File: src/rtl/ped_crossing_pkg.sv
`default_nettype none
// ============================================================================
//  Module      : ped_crossing_pkg
//  Description : Shared types and default constants for the pedestrian
//                crossing controller (FSM state encoding, default timings).
//  Revision    : 1.0  initial release
// ============================================================================
package ped_crossing_pkg;

  // Width of the crossing FSM state register
  localparam int STATE_W = 2;

  // Default timing parameters (in clock cycles)
  localparam int DEF_DEBOUNCE_CYCLES = 4;
  localparam int DEF_WALK_CYCLES     = 8;
  localparam int DEF_FLASH_CYCLES    = 6;
  localparam int DEF_CNT_W           = 4;

  // Crossing FSM states
  typedef enum logic [STATE_W-1:0] {
    ST_IDLE  = 2'd0,
    ST_REQ   = 2'd1,
    ST_WALK  = 2'd2,
    ST_CLEAR = 2'd3
  } state_e;

endpackage : ped_crossing_pkg
`default_nettype wire

File: src/rtl/ped_debounce.sv
`default_nettype none
// ============================================================================
//  Module      : ped_debounce
//  Description : Two-flop synchronizer for the raw push-button followed by a
//                saturating debounce counter. Emits one registered single-cycle
//                press pulse per accepted (long enough) press.
//  Revision    : 1.0  initial release
// ============================================================================
module ped_debounce
  import ped_crossing_pkg::*;
#(
  parameter int DEBOUNCE_CYCLES = DEF_DEBOUNCE_CYCLES,
  parameter int CNT_W           = DEF_CNT_W
) (
  input  logic CLK,
  input  logic RST,
  input  logic btn_i,
  output logic press_o
);

  localparam logic [CNT_W-1:0] C_DEB    = CNT_W'(DEBOUNCE_CYCLES);
  localparam logic [CNT_W-1:0] C_DEB_M1 = CNT_W'(DEBOUNCE_CYCLES - 1);

  logic             meta_q;
  logic             sync_q;
  logic [CNT_W-1:0] cnt_q;
  logic [CNT_W-1:0] cnt_d;
  logic             press_q;
  logic             press_d;

  // Count consecutive synchronized-high cycles, saturating at the threshold;
  // the pulse fires on the single transition into the threshold value.
  always_comb begin
    cnt_d   = cnt_q;
    press_d = 1'b0;
    if (!sync_q) begin
      cnt_d = '0;
    end else if (cnt_q != C_DEB) begin
      cnt_d = cnt_q + CNT_W'(1);
    end
    press_d = sync_q && (cnt_q == C_DEB_M1);
  end

  // Synchronizer, counter and pulse registers
  always_ff @(posedge CLK or posedge RST) begin
    if (RST) begin
      meta_q  <= 1'b0;
      sync_q  <= 1'b0;
      cnt_q   <= '0;
      press_q <= 1'b0;
    end else begin
      meta_q  <= btn_i;
      sync_q  <= meta_q;
      cnt_q   <= cnt_d;
      press_q <= press_d;
    end
  end

  assign press_o = press_q;

endmodule : ped_debounce
`default_nettype wire

File: src/rtl/ped_crossing_ctrl.sv
`default_nettype none
// ============================================================================
//  Module      : ped_crossing_ctrl
//  Description : Pedestrian endpoint of the stoplight Ped/Sig interface.
//                Debounces the push-button, raises the crossing request,
//                and sequences Walk / flashing Don't-Walk lamps with a
//                countdown. Illegal stoplight signals latch a sticky fault
//                that holds the crossing in a safe Don't-Walk state.
//  Revision    : 1.0  initial release
// ============================================================================
module ped_crossing_ctrl
  import ped_crossing_pkg::*;
#(
  parameter int DEBOUNCE_CYCLES = DEF_DEBOUNCE_CYCLES,
  parameter int WALK_CYCLES     = DEF_WALK_CYCLES,
  parameter int FLASH_CYCLES    = DEF_FLASH_CYCLES,
  parameter int CNT_W           = DEF_CNT_W
) (
  input  logic             CLK,
  input  logic             RST,
  input  logic             Btn,
  input  logic             SigG,
  input  logic             SigY,
  input  logic             SigR,
  output logic             Ped,
  output logic             Walk,
  output logic             DontWalk,
  output logic             Flash,
  output logic             Waiting,
  output logic [CNT_W-1:0] Count,
  output logic             Fault
);

  localparam logic [CNT_W-1:0] C_WALK  = CNT_W'(WALK_CYCLES);
  localparam logic [CNT_W-1:0] C_FLASH = CNT_W'(FLASH_CYCLES);
  localparam logic [CNT_W-1:0] C_ONE   = CNT_W'(1);

  logic             press;
  logic             sig_illegal;

  state_e           state_q;
  state_e           state_d;
  logic [CNT_W-1:0] cnt_q;
  logic [CNT_W-1:0] cnt_d;
  logic             pending_q;
  logic             pending_d;
  logic             fault_q;
  logic             fault_d;

  logic             ped_d;
  logic             walk_d;
  logic             dontwalk_d;
  logic             flash_d;
  logic             waiting_d;
  logic [CNT_W-1:0] count_d;

  ped_debounce #(
    .DEBOUNCE_CYCLES (DEBOUNCE_CYCLES),
    .CNT_W           (CNT_W)
  ) u_deb (
    .CLK     (CLK),
    .RST     (RST),
    .btn_i   (Btn),
    .press_o (press)
  );

  // Legal vehicle signalling means exactly one of G/Y/R is high
  assign sig_illegal = !(SigG ^ SigY ^ SigR) || (SigG && SigY && SigR);

  // State register: FSM state, countdown, pending request and sticky fault
  always_ff @(posedge CLK or posedge RST) begin
    if (RST) begin
      state_q   <= ST_IDLE;
      cnt_q     <= '0;
      pending_q <= 1'b0;
      fault_q   <= 1'b0;
    end else begin
      state_q   <= state_d;
      cnt_q     <= cnt_d;
      pending_q <= pending_d;
      fault_q   <= fault_d;
    end
  end

  // Next-state logic; a fault (old or new) overrides every other transition
  always_comb begin
    state_d   = state_q;
    cnt_d     = cnt_q;
    pending_d = pending_q;
    fault_d   = fault_q || sig_illegal;

    if (fault_d) begin
      state_d   = ST_IDLE;
      cnt_d     = '0;
      pending_d = 1'b0;
    end else begin
      case (state_q)
        ST_IDLE: begin
          if (press) begin
            state_d   = ST_REQ;
            pending_d = 1'b0;
          end
        end
        ST_REQ: begin
          // Presses here are redundant: the request is already up
          if (SigR) begin
            state_d = ST_WALK;
            cnt_d   = C_WALK;
          end
        end
        ST_WALK: begin
          if (press) begin
            pending_d = 1'b1;
          end
          // Abort (red withdrawn) wins over normal countdown expiry
          if (!SigR || (cnt_q == C_ONE)) begin
            state_d = ST_CLEAR;
            cnt_d   = C_FLASH;
          end else begin
            cnt_d = cnt_q - C_ONE;
          end
        end
        ST_CLEAR: begin
          if (press) begin
            pending_d = 1'b1;
          end
          if (cnt_q == C_ONE) begin
            cnt_d = '0;
            // A press arriving on the final clearance cycle is not dropped
            if (pending_q || press) begin
              state_d   = ST_REQ;
              pending_d = 1'b0;
            end else begin
              state_d = ST_IDLE;
            end
          end else begin
            cnt_d = cnt_q - C_ONE;
          end
        end
        default: begin
          state_d = ST_IDLE;
          cnt_d   = '0;
        end
      endcase
    end
  end

  // Output decode from the upcoming state so that every lamp is registered
  always_comb begin
    ped_d      = 1'b0;
    walk_d     = 1'b0;
    dontwalk_d = 1'b1;
    flash_d    = 1'b0;
    waiting_d  = pending_d;
    count_d    = '0;
    case (state_d)
      ST_REQ: begin
        ped_d     = 1'b1;
        waiting_d = 1'b1;
      end
      ST_WALK: begin
        walk_d     = 1'b1;
        dontwalk_d = 1'b0;
        count_d    = cnt_d;
      end
      ST_CLEAR: begin
        // Blink starts lit on entry and toggles every cycle afterwards
        flash_d = (state_q == ST_CLEAR) ? !Flash : 1'b1;
      end
      default: begin
        ped_d = 1'b0;
      end
    endcase
  end

  // Output registers
  always_ff @(posedge CLK or posedge RST) begin
    if (RST) begin
      Ped      <= 1'b0;
      Walk     <= 1'b0;
      DontWalk <= 1'b1;
      Flash    <= 1'b0;
      Waiting  <= 1'b0;
      Count    <= '0;
    end else begin
      Ped      <= ped_d;
      Walk     <= walk_d;
      DontWalk <= dontwalk_d;
      Flash    <= flash_d;
      Waiting  <= waiting_d;
      Count    <= count_d;
    end
  end

  assign Fault = fault_q;

endmodule : ped_crossing_ctrl
`default_nettype wire

File: config.mk
export PLATFORM = sky130hd
export DESIGN_NAME = ped_crossing_ctrl
export DESIGN_NICKNAME = d
export VERILOG_FILES = /design/src/rtl/ped_crossing_pkg.sv /design/src/rtl/ped_debounce.sv /design/src/rtl/ped_crossing_ctrl.sv
export SDC_FILE = /design/constraint.sdc
export NUM_CORES = 1
export LEC_CHECK = 0
export CORE_ASPECT_RATIO = 1.75
export CORE_MARGIN = 8
export CORE_UTILIZATION = 47
export CTS_BUF_LIST = sky130_fd_sc_hd__clkbuf_8 sky130_fd_sc_hd__clkbuf_16
export CTS_CLUSTER_DIAMETER = 200
export DETAILED_ROUTE_END_ITERATION = 7
export PLACE_DENSITY_LB_ADDON = 0.1
export SLEW_MARGIN = 20
export SYNTH_ARGS = -nofsm -noshare
export SYNTH_HDL_FRONTEND = slang
export SYNTH_SLANG_ARGS = --single-unit
File: constraint.sdc
create_clock -name CLK -period 1.73 [get_ports CLK]
set_input_delay 0.173 -clock CLK [delete_from_list [all_inputs] [get_ports CLK]]
set_output_delay 0.173 -clock CLK [all_outputs]
set_load 0.005 [all_outputs]
==> results.yml <==
critical_path:
  end_kind: "register"
  worst_r2r_endpoint: "Waiting"
  worstPathCellList: "inv_2 -> ha_2 -> or3b_4 -> nand4b_1 -> nand4_1 -> buf_4 -> o21bai_1"
  crit_family: "simple AND/OR/NAND/NOR gates"
  worst-path-max-fanout: 3
  cp.required_ns: 1.91
  critPathLaunchType: "register"
  reg2reg_from: "cnt_q[1]"
  cp.depth: 7
  reg2reg_slack_ns: 0.06
  r2r_cells: 7
  max_stage_delay_ns: 0.40
  slowest_stage: "dfrtp_1"
  crit_arrival_ns: 1.85
  crit_type: "register to register"
  cp.buffers_inverters: 2
sta:
  clock.fmax_mhz: 600
  setup-violations-final: 0
  worstMarginPinSlew_ns: 0.369
  relSlewSlack: 0.752
  clock_skew_ns: 0.00174
  final_max_slew_viol_count: 0
  period_needed_ns: 1.67
  rsz0062_at_grt: "false"
  tns_ns: 0
  period_share: 0.963
  hold_viol_final: 0
  setup_slack_ns: 0.0642
yosys:
  synthTopCellsByArea: "dfrtp_1, ha_1, nor2_1"
  synthCells: 109
  async_flop_share: 1.00
  netlist_area_sq_um: 1150
  yosys.area.top_type: "dfrtp_1"
  syn_area_per_cell_sq_um: 10.5
  netlist.area_leader.share: 0.502
  seq_area_frac_synth: 0.525
  synth_ff_type: "dfrtp_1"
  synth_cell_types: 37
  syn_nets: 120
  synth_edf_count: 0
  ys_ff_latch: 24
  synth_warnings: 0
clock_tree:
  clk_latency_ns: 0.26
  path_clk_slew_ns: 0.08
  cts_buffers: 3
  cts_htree_levels: 1
  hold_buffers: 0
  clock_sink_count: 24
  cts_tree: "done"
  clockRootBuffer: "clkbuf_8"
  cts_buffer_depth: 2
status:
  status: "finished, final reports clean"
floorplan:
  ios: 16
  start_util: 0.498
  die-area_sq_um: 4340
  die-width_microns: 53.3
  die_h_microns: 81.3
  rows: 23
  coreArea_sq_um: 2300
layout:
  fill_cells: 197
  register_area_sq_um: 602
  drive_gt1_frac: 0.214
  areaGrowthSynthToFinish_pct: 32.6
  finalNonFillerCells: 165
  multi_input_area_sq_um: 504
  diodes: 0
  nets: 152
placed_design:
  dpl.hpwl_microns: 1940
  pre_cts_ws_ns: -0.385
  io_buffers: 15
  gp_congestion: 0.742
  dp.cells: 158
worst_hold_path:
  hold_path_class: "primary input to async pin"
power:
  p_per_area_nw_per_um2: 757
  p_sw_frac: 0.196
  power.net_switching_w: 0.000225
  power_frac_comb: 0.075
  p_seq_frac: 0.509
  leakage_nw: 0.713
  clockPowerShare: 0.416
  p_int_w: 0.000926
  peakVddDrop_mv: 0.694
routing:
  num_vias: 929
  route.detailed.drc: 0
  wl_microns: 2560
  viasPerCell: 5.63
  ant_nets: 0
  drt_pass1_iterations: 4
  wl_per_cell_microns: 15.5
  drt_iter0_drc: 14
global_routing:
  grtUsageTotal: 0.131
  antenna_found_initial: 0
  grt_pass1_vias: 923
  grt_max_degree: 25
  gr-total-overflow: 0
  grt_pass1_wl_microns: 4260
flow_run:
  drv_cap: 0
[metal layers]
metal / vias up / global-route usage / routed length (microns)
li1: 438 / - / -
met1: 457 / 0.139 / 1000
met4: 0 / 0.0863 / 68
met5: - / 0 / 0
met3: 8 / 0.0274 / 99
met2: 26 / 0.221 / 1390
[kinds of logic after synthesis]
group,count (synthesis),share of synthesized area
compound gates,21,0.119
xor+xnor,2,0.0153
fa+ha+maj,5,0.0546
buf+inv,13,0.0480
flops,24,0.525
mux,1,0.00873
simple gates,43,0.229
[worst max path at each step]
| stage | startpoint | endpoint |
|---|---|---|
| floorplan | cnt_q[1] | Count[3] |
| global placement | SigG | Waiting |
| detailed placement | SigG | Waiting |
| CTS | SigY | Waiting |
| global route | cnt_q[1] | Waiting |
| finish | cnt_q[1] | Waiting |
[what timing repair did]
action | 4_1_cts | 5_1_grt
pin swaps | 6 | 6
hold endpoints to repair | 0 | 0
endpoints found under the setup margin | 4 | 7
resized for setup | 2 | 5
buffers inserted | 2 | 1
[sequential cells by signal, summed over array words and instances, names as in the netlist]
| signal | flops |
|---|---|
| u_deb.meta_q | 1 |
| Fault | 1 |
| u_deb.sync_q | 1 |
| Flash | 1 |
| pending_q | 1 |
| Ped | 1 |
| u_deb.cnt_q | 4 |
| state_q | 2 |
| cnt_q | 4 |
| Walk | 1 |
| Waiting | 1 |
| u_deb.press_o | 1 |
| Count | 4 |
| DontWalk | 1 |
[worst register-to-register path: cells and delay by family, from the launching register on]
kind | cells | cell delay, ns
compound gates | 1 | 0.17
fa+ha+maj | 1 | 0.18
buf+inv | 2 | 0.23
flops | 1 | 0.40
simple gates | 3 | 0.61
[Yosys cell counts, drive strengths merged, types with 2 or more instances]
| cell | instances |
|---|---|
| or3b | 2 |
| a31oi | 3 |
| ha | 5 |
| inv | 9 |
| a21oi | 8 |
| nor3 | 6 |
| nor2b | 4 |
| nor3b | 2 |
| and2 | 2 |
| nand3 | 2 |
| nand2b | 4 |
| dfrtp | 23 |
| o21ai | 4 |
| clkbuf | 3 |
| o21bai | 2 |
| nor2 | 12 |
| nand4 | 2 |
[placed cells by master, fill, tap and decap left out, types with 2 or more instances in the layout]
| cell | count |
|---|---|
| dfrtp_1 | 23 |
| buf_4 | 16 |
| clkdlybuf4s50_1 | 13 |
| nor2_1 | 12 |
| inv_1 | 7 |
| a21oi_1 | 7 |
| nor3_1 | 5 |
| nand2b_1 | 4 |
| nor2b_1 | 4 |
| ha_1 | 4 |
| a31oi_1 | 3 |
| o21ai_0 | 3 |
| clkbuf_8 | 3 |
| or3b_4 | 2 |
| and2_1 | 2 |
| o21bai_1 | 2 |
| nand4_1 | 2 |
| nand3_1 | 2 |
| dlymetal6s2s_1 | 2 |
[through the flow]
| stage | total power (W) | area [sq um] | hold WS [ns] | utilization |
|---|---|---|---|---|
| after detailed placement | 0.000678 | 1410 | 0.354 | 0.611 |
| after CTS | 0.00117 | 1500 | 0.247 | 0.651 |
| final | 0.00115 | 1520 | 0.244 | 0.660 |
| after global placement | 0.000674 | 1410 | 0.343 | 0.611 |
| after global routing | 0.00120 | 1520 | 0.278 | 0.660 |
| after floorplan | 0.000650 | 1150 | 0.187 | - |
[layout make-up]
cell class,instances,area share
well taps,25,0.0206
flip-flops and latches,24,0.396
clock buffers,3,0.0272
repair buffers,31,0.181
clock inverters,1,0.0198
multi-input cells,72,0.332
inverters,9,0.0239
[power by group through the flow]
stage	registers [W]	clock network (W)	logic, W
after floorplan	0.000593	0	0.0000570
after global placement	0.000596	0	0.0000776
after detailed placement	0.000597	0	0.0000812
after CTS	0.000586	0.000495	0.0000848
after global routing	0.000589	0.000516	0.0000962
final	0.000586	0.000479	0.0000862
(Power assumes the default switching activity.)
